--- src/rtl/keyword_lexer_pkg.sv ---
// Shared definitions for the keyword lexer: token kinds, FSM state encoding
// and the default delimiter.
package keyword_lexer_pkg;

  localparam logic [1:0] TOK_NONE  = 2'd0;
  localparam logic [1:0] TOK_BEGIN = 2'd1;
  localparam logic [1:0] TOK_END   = 2'd2;
  localparam logic [1:0] TOK_WORD  = 2'd3;

  localparam logic [7:0] DELIM_DEFAULT = 8'h20;

  typedef enum logic [3:0] {
    ST_IDLE = 4'd0,
    ST_B1   = 4'd1,
    ST_B2   = 4'd2,
    ST_B3   = 4'd3,
    ST_B4   = 4'd4,
    ST_BK   = 4'd5,
    ST_E1   = 4'd6,
    ST_E2   = 4'd7,
    ST_EK   = 4'd8,
    ST_WORD = 4'd9
  } state_e;

  // Token classification of a word that ends while the FSM sits in state s.
  function automatic logic [1:0] kind_of(state_e s);
    case (s)
      ST_BK:   kind_of = TOK_BEGIN;
      ST_EK:   kind_of = TOK_END;
      default: kind_of = TOK_WORD;
    endcase
  endfunction

endpackage

--- src/rtl/keyword_lexer_char_fold.sv ---
// Combinational ASCII fold: maps A-Z to a-z, passes every other byte unchanged.
module char_fold (
  input  logic [7:0] ch_i,
  output logic [7:0] ch_o
);

  always_comb begin
    ch_o = ch_i;
    if (ch_i >= 8'h41 && ch_i <= 8'h5A) ch_o = ch_i | 8'h20;
  end

endmodule

--- src/rtl/keyword_lexer.sv ---
// Splits a byte stream into space-delimited words and classifies each as
// BEGIN, END or WORD. Define KEYWORD_LEXER_CASE_SENSITIVE_EN to disable case folding.
module keyword_lexer
  import keyword_lexer_pkg::*;
#(
  parameter int         LEN_W = 8,
  parameter logic [7:0] DELIM = DELIM_DEFAULT
) (
  input  logic             clk,
  input  logic             reset,
  input  logic             in_valid,
  input  logic [7:0]       in,
  input  logic             in_last,
  output logic             tok_valid,
  output logic [1:0]       tok_kind,
  output logic [LEN_W-1:0] tok_len,
  output logic             done
);

  logic [7:0]       ch;
  logic             is_delim;
  state_e           state_q, state_d, adv_st;
  logic [LEN_W-1:0] len_q, len_d, len_inc;

  logic             tok_valid_q, tok_valid_d;
  logic [1:0]       tok_kind_q, tok_kind_d;
  logic [LEN_W-1:0] tok_len_q, tok_len_d;
  logic             done_q, done_d;

`ifdef KEYWORD_LEXER_CASE_SENSITIVE_EN
  assign ch = in;
`else
  char_fold u_fold (.ch_i(in), .ch_o(ch));
`endif

  assign is_delim = (ch == DELIM);
  assign len_inc  = (&len_q) ? len_q : len_q + {{(LEN_W-1){1'b0}}, 1'b1};

  always_ff @(posedge clk or negedge reset) begin
    if (!reset) begin
      state_q     <= ST_IDLE;
      len_q       <= '0;
      tok_valid_q <= 1'b0;
      tok_kind_q  <= TOK_NONE;
      tok_len_q   <= '0;
      done_q      <= 1'b0;
    end else begin
      state_q     <= state_d;
      len_q       <= len_d;
      tok_valid_q <= tok_valid_d;
      tok_kind_q  <= tok_kind_d;
      tok_len_q   <= tok_len_d;
      done_q      <= done_d;
    end
  end

  // State reached by a non-delimiter char; any off-keyword char lands in WORD.
  always_comb begin
    adv_st = ST_WORD;
    case (state_q)
      ST_IDLE: if (ch == "b") adv_st = ST_B1; else if (ch == "e") adv_st = ST_E1;
      ST_B1:   if (ch == "e") adv_st = ST_B2;
      ST_B2:   if (ch == "g") adv_st = ST_B3;
      ST_B3:   if (ch == "i") adv_st = ST_B4;
      ST_B4:   if (ch == "n") adv_st = ST_BK;
      ST_E1:   if (ch == "n") adv_st = ST_E2;
      ST_E2:   if (ch == "d") adv_st = ST_EK;
      default: adv_st = ST_WORD;
    endcase
  end

  always_comb begin
    state_d = state_q;
    len_d   = len_q;
    if (in_valid) begin
      if (is_delim || in_last) begin
        state_d = ST_IDLE;
        len_d   = '0;
      end else begin
        state_d = adv_st;
        len_d   = len_inc;
      end
    end
  end

  // in_last on a letter consumes it first, so the token uses adv_st and len_inc.
  always_comb begin
    tok_valid_d = 1'b0;
    tok_kind_d  = TOK_NONE;
    tok_len_d   = '0;
    done_d      = 1'b0;
    if (in_valid) begin
      done_d = in_last;
      if (is_delim) begin
        if (state_q != ST_IDLE) begin
          tok_valid_d = 1'b1;
          tok_kind_d  = kind_of(state_q);
          tok_len_d   = len_q;
        end
      end else if (in_last) begin
        tok_valid_d = 1'b1;
        tok_kind_d  = kind_of(adv_st);
        tok_len_d   = len_inc;
      end
    end
  end

  assign tok_valid = tok_valid_q;
  assign tok_kind  = tok_kind_q;
  assign tok_len   = tok_len_q;
  assign done      = done_q;

endmodule

--- config.mk ---
export PLATFORM = sky130hd
export DESIGN_NAME = keyword_lexer
export DESIGN_NICKNAME = d
export VERILOG_FILES = /design/src/rtl/keyword_lexer_pkg.sv /design/src/rtl/keyword_lexer_char_fold.sv /design/src/rtl/keyword_lexer.sv
export SDC_FILE = /design/constraint.sdc
export NUM_CORES = 1
export LEC_CHECK = 0
export CORE_MARGIN = 2
export CORE_UTILIZATION = 40
export DETAILED_ROUTE_END_ITERATION = 7
export SYNTH_ARGS = -nofsm -noshare
export SYNTH_HDL_FRONTEND = slang
export SYNTH_SLANG_ARGS = --single-unit
export TNS_END_PERCENT = 50
--- constraint.sdc ---
create_clock -name clk -period 2.05 [get_ports clk]
set_input_delay 0.205 -clock clk [delete_from_list [all_inputs] [get_ports clk]]
set_output_delay 0.205 -clock clk [all_outputs]
set_load 0.01 [all_outputs]
==> results of run 1 <==
final cells by class:
| type | count | area, um2 | share of cell area [%] |
|---|---|---|---|
| multi-input combinational | 123 | 789.5 | 41.08 |
| clock buffer | 3 | 22.52 | 1.172 |
| inverter | 5 | 18.77 | 0.9766 |
| clock inverter | 1 | 30.03 | 1.563 |
| timing repair buffer | 46 | 402.9 | 20.96 |
| sequential | 24 | 600.6 | 31.25 |
| tap | 46 | 57.56 | 2.995 |
routing by layer:
metal  global-route usage [%]  up-vias  wire (um)
li1                         -      684          -
met4                    6.522        0         27
met2                    27.60       42       1591
met5                        0        -          0
met3                    1.408        2        197
met1                    27.30      655       1690
cell families after synthesis:
group | after synthesis
AOI/OAI and AO/OA | 50
xor gates and xnor gates | 3
adders and majority gates | 1
buffers and inverters | 11
DFF | 24
muxes | 1
and+or+nand+nor | 68
state kept, by name, summed over array words and instances, names as in the netlist:
name and cells:
done 1, tok_len 8, tok_kind 2, len_q 8
state_q 4, tok_valid 1
synthesized netlist by cell type (3+ instances only):
library cell  number
a21o_1             3
a21oi_1           13
a31oi_1            4
and3_1             3
clkbuf_1           4
dfrtp_1           24
inv_1              5
nand2_1           14
nand3_1            8
nor2_1            15
nor2b_1            3
nor3_1             5
o21ai_0            9
o31ai_1            4
or3_1              3
xnor2_1            3
power breakdown:
group / leakage, nW / internal (mW) / switching (mW)
Sequential: 0.324 / 0.497 / 0.0260
Clock: 0.0279 / 0.198 / 0.142
Combinational: 0.465 / 0.109 / 0.116
Total: 0.817 / 0.803 / 0.284
final timing paths:
kind                       cells after the start  slack [ps]           to
max in group asynchronous                      2        1580     len_q[7]
min in group clk                               1         570     len_q[5]
setup reg to reg                               5         200  tok_kind[0]
setup / recovery                               5         200  tok_kind[0]
hold / removal                                 2         230   tok_len[6]
hold reg to reg                                1         570     len_q[5]
critical path, cell delays in order, from the launching register on:
cell and delay, ps:
dfrtp_1 490, or4_1 700, o21ai_0 210, o31ai_1 100
o211a_1 140, a21oi_1 150
cell usage in the layout, fill, tap and decap left out, drive strengths merged, types with 2 or more instances in the layout:
master	n
a21boi	2
a21o	3
a21oi	13
a22o	2
a311oi	2
a31oi	4
and3	3
buf	23
clkbuf	3
clkdlybuf4s50	23
dfrtp	24
inv	5
nand2	14
nand3	8
nand3b	2
nor2	16
nor2b	3
nor3	6
nor3b	2
nor4bb	2
o21ai	10
o31ai	5
or3	3
or4	2
or4b	2
xnor2	3
==> impl_metrics.tcl, run 1 <==
set metrics [dict create \
    grt_pass1_wl_um 5913 \
    syn-cell-area_um2 1440 \
    synth_cells 158 \
    synth_async_sr_flop_share_pct 100.0 \
    power_mw 1.087 \
    coreArea_um2 3390 \
    worstHoldPathType "input pin to asynchronous set/reset pin" \
    grt.total_usage_pct 18.27 \
    n_antenna_cell 0 \
    clk_path_buf_depth 2 \
    drv_slew 0 \
    nFillCells 319 \
    ios 24 \
    r2r-start "state_q[2]" \
    placedCellCount 244 \
    cp.arrival_ps 2090 \
    hold_violations 0 \
    final_core_util_pct 56.70 \
    post_cts_buffers 0 \
    initial_core_util_pct 42.49 \
    cp-end-kind "register" \
    fin_setup_tns_ps 0 \
    place_congestion 0.9577 \
    yosysTopAreaCellShare_pct 41.70 \
    startpoint_type "register" \
    fin_crit_sh_pct 90.23 \
    worstPathRequired_ps 2290 \
    post-route-min-period_ps 1850 \
    drc 0 \
    grt-ovfl-total 0 \
    max_slew_margin_pct 70.64 \
    powerDensity_nw_per_um2 565.7 \
    muxShareOfSynthArea_pct 0.7819 \
    avgSynthCellArea_um2 9.115 \
    rsz0062_at_grt "false" \
    synth_edf_count 0 \
    wl_um 3506 \
    ys_seq_area_share_pct 41.70 \
    dr.first_iter.drc_count 105 \
    tightest_slew_ps 429.3 \
    synth_area_leaders "dfrtp_1, a21oi_1, nor2_1" \
    synth_top_family_by_area "simple AND/OR/NAND/NOR gates" \
    layout-drive-gt1-share_pct 17.82 \
    clkSinkCount 24 \
    ir_drop_uv 223.8 \
    cts_tree "done" \
    wl_per_cell_um 14.14 \
    htreeDepth 1 \
    fp-row-count 21 \
    root_buffer "clkbuf_4" \
    pre_cts_ws_ps -86.55 \
    crit_type "register to register" \
    yosysTopAreaCell "dfrtp_1" \
    p_leak_nw 0.8175 \
    path_clk_slew_ps 140 \
    die_area_um2 4096 \
    status "finished clean" \
    critical_path.startpoint "state_q[2]" \
    synthDistinctLibCells 47 \
    fmax_mhz 540.6 \
    stdcell_count 248 \
    vias 1383 \
    place_hpwl_um 2683 \
    hold_buffers 0 \
    die_y_um 64 \
    synth_compound_area_share_pct 25.54 \
    die_w_um 64 \
    ant_nets 0 \
    grt_pass1_vias 1249 \
    synth_simple_gate_area_share_pct 25.80 \
    cts_resized 0 \
    io_buffers 23 \
    syn_nets 171 \
    setup_violations 0 \
    firstDrtPassIters 4 \
    skew_ps 12.60 \
    synth_xor_area_share_pct 1.825 \
    synth_warnings 0 \
    synthFlopType "dfrtp_1" \
    clock_latency_ps 310 \
    antenna_found_initial 0 \
    holdWs_ps 225.1 \
    post-route-cell-area_um2 1922 \
    synthAdderAreaFrac_pct 0.8688 \
    postLayoutSetupSlackWorst_ps 200.3 \
    path_max_fanout 8 \
    syn_to_final_growth_pct 33.45 \
    place_area_um2 1869 \
    cts_buffers 3 \
    viasPerCell 5.577 \
    synth-seq-cells 24 \
    nets 216 \
    maxCapViolCount 0 \
    grt_max_degree 25 \
]
No activity file was read; power rests on OpenSTA's default activity.
==> run 2: changes to the inputs <==
--- a/config.mk
+++ b/config.mk
@@ -8,6 +8,7 @@
 export CORE_MARGIN = 2
 export CORE_UTILIZATION = 40
 export DETAILED_ROUTE_END_ITERATION = 7
+export GPL_ROUTABILITY_DRIVEN = 0
 export SYNTH_ARGS = -nofsm -noshare
 export SYNTH_HDL_FRONTEND = slang
 export SYNTH_SLANG_ARGS = --single-unit
==> constraint.sdc (replaced) <==
create_clock -name clk -period 2.05 [get_ports clk]
set_input_delay 0.615 -clock clk [delete_from_list [all_inputs] [get_ports clk]]
set_output_delay 0.615 -clock clk [all_outputs]
set_load 0.01 [all_outputs]
==> impl_metrics.tcl, run 2 (synthesis gave the netlist of run 1 again) <==
set metrics [dict create \
    cts_buffers 3 \
    cts_tree "done" \
    io_buffers 23 \
    die_w_um 64 \
    fin_setup_tns_ps 0 \
    drv_slew 0 \
    post-route-min-period_ps 1988 \
    coreArea_um2 3390 \
    grt_max_degree 25 \
    clkSinkCount 24 \
    final_common_cell "buf_4" \
    seq_area_um2 600.6 \
    die_area_um2 4096 \
    grt_pass1_wl_um 6265 \
    wl_um 3681 \
    holdWs_ps 552.7 \
    antenna_found_initial 0 \
    rsz0062_at_grt "false" \
    wl_per_cell_um 14.61 \
    layout-drive-gt1-share_pct 22.33 \
    path_max_fanout 7 \
    final_core_util_pct 58.40 \
    dr.first_iter.drc_count 68 \
    cp-end-kind "register" \
    skew_ps 4.656 \
    startpoint_type "input pin" \
    fmax_mhz 503.1 \
    hold_violations 0 \
    clk_path_buf_depth 2 \
    setup_violations 0 \
    nFillCells 294 \
    path_clk_slew_ps 130 \
    multi_input_area_um2 838.3 \
    grt-ovfl-total 0 \
    worstPathRequired_ps 2290 \
    firstDrtPassIters 4 \
    status "finished clean" \
    drc 0 \
    root_buffer "clkbuf_4" \
    ir_drop_uv 218.0 \
    grt.total_usage_pct 19.38 \
    final_cell_mix "buf_4, dfrtp_1, nor2_1, clkdlybuf4s50_1, nand2_1" \
    n_antenna_cell 0 \
    syn_to_final_growth_pct 37.45 \
    placedCellCount 247 \
    maxCapViolCount 0 \
    worstHoldPathType "register to register" \
    initial_core_util_pct 42.49 \
    fin_crit_sh_pct 96.96 \
    fp-row-count 21 \
    viasPerCell 5.754 \
    nets 221 \
    die_y_um 64 \
    stdcell_count 252 \
    vias 1450 \
    cp.arrival_ps 2230 \
    powerDensity_nw_per_um2 488.6 \
    ios 24 \
    ant_nets 0 \
    crit_type "input pin to register" \
    max_slew_margin_pct 67.66 \
    place_hpwl_um 2789 \
    tightest_slew_ps 472.9 \
    htreeDepth 1 \
    clock_latency_ps 320 \
    grt_pass1_vias 1359 \
    p_leak_nw 0.8619 \
]
==> run 2: path summary, 6_finish.rpt <==
kind	startpoint	to	slack, ps	cells past startpoint
min reg2reg	len_q[5]	len_q[5]	550	1
min	len_q[5]	len_q[5]	550	1
max	in[1]	tok_len[0]	60	8
max reg2reg	state_q[0]	tok_valid	200	4
min in group asynchronous	reset	tok_kind[1]	630	2
max in group asynchronous	reset	tok_len[7]	1180	2
==> run 2: through the flow <==
stage | setup WS [ps] | cell area [um2] | power (mW)
after floorplan | -16.02 | 1448 | 0.6450
after global placement | -443.6 | 1896 | 0.7523
after detailed placement | -513.6 | 1896 | 0.7547
after CTS | 80.82 | 1979 | 0.9710
after global routing | 4.151 | 1979 | 1.012
final | 62.24 | 1979 | 0.9670
==> run 2: per-layer routing <==
layer | track usage, % | vias up | routed length, um
li1 | - | 692 | -
met1 | 26.68 | 698 | 1745
met2 | 31.51 | 56 | 1708
met3 | 2.465 | 4 | 181
met4 | 6.250 | 0 | 46
met5 | 0 | - | 0
==> run 2: final cells by class <==
class                           count  share of cell area, %
Timing Repair Buffer               51                  22.31
Inverter                            5                 0.9482
Tap cell                           46                  2.908
Clock buffer                        3                  1.138
Sequential cell                    24                  30.34
Multi-Input combinational cell    123                  42.35
==> run 2: timing repair <==
action                                  4_1_cts  5_1_grt
resized for setup                            20        0
buffers inserted                              2        0
hold buffers                                  0        0
endpoints found under the setup margin       19        0
==> run 2: worst max-delay path, cell delays in order <==
cell and delay (ps):
dlygate4sd2_1 240, or4b_4 570, buf_6 140, nor3_4 190, buf_6 160, nor2_4 50, xnor2_1 110, nor2_1 150
==> run 2: power by group <==
| group | leakage [nW] | internal (mW) | switching [mW] | total (mW) |
|---|---|---|---|---|
| Sequential | 0.324 | 0.497 | 0.0318 | 0.529 |
| Combinational | 0.524 | 0.110 | 0.117 | 0.227 |
| Clock | 0.0138 | 0.0689 | 0.142 | 0.211 |
==> run 3: changes to the inputs <==
--- a/config.mk
+++ b/config.mk
@@ -5,6 +5,7 @@
 export SDC_FILE = /design/constraint.sdc
 export NUM_CORES = 1
 export LEC_CHECK = 0
+export CAP_MARGIN = 20
 export CORE_MARGIN = 2
 export CORE_UTILIZATION = 40
 export DETAILED_ROUTE_END_ITERATION = 7
==> results of run 3 <==
The final DEF is identical to that of run 2; final timing and power are the same.
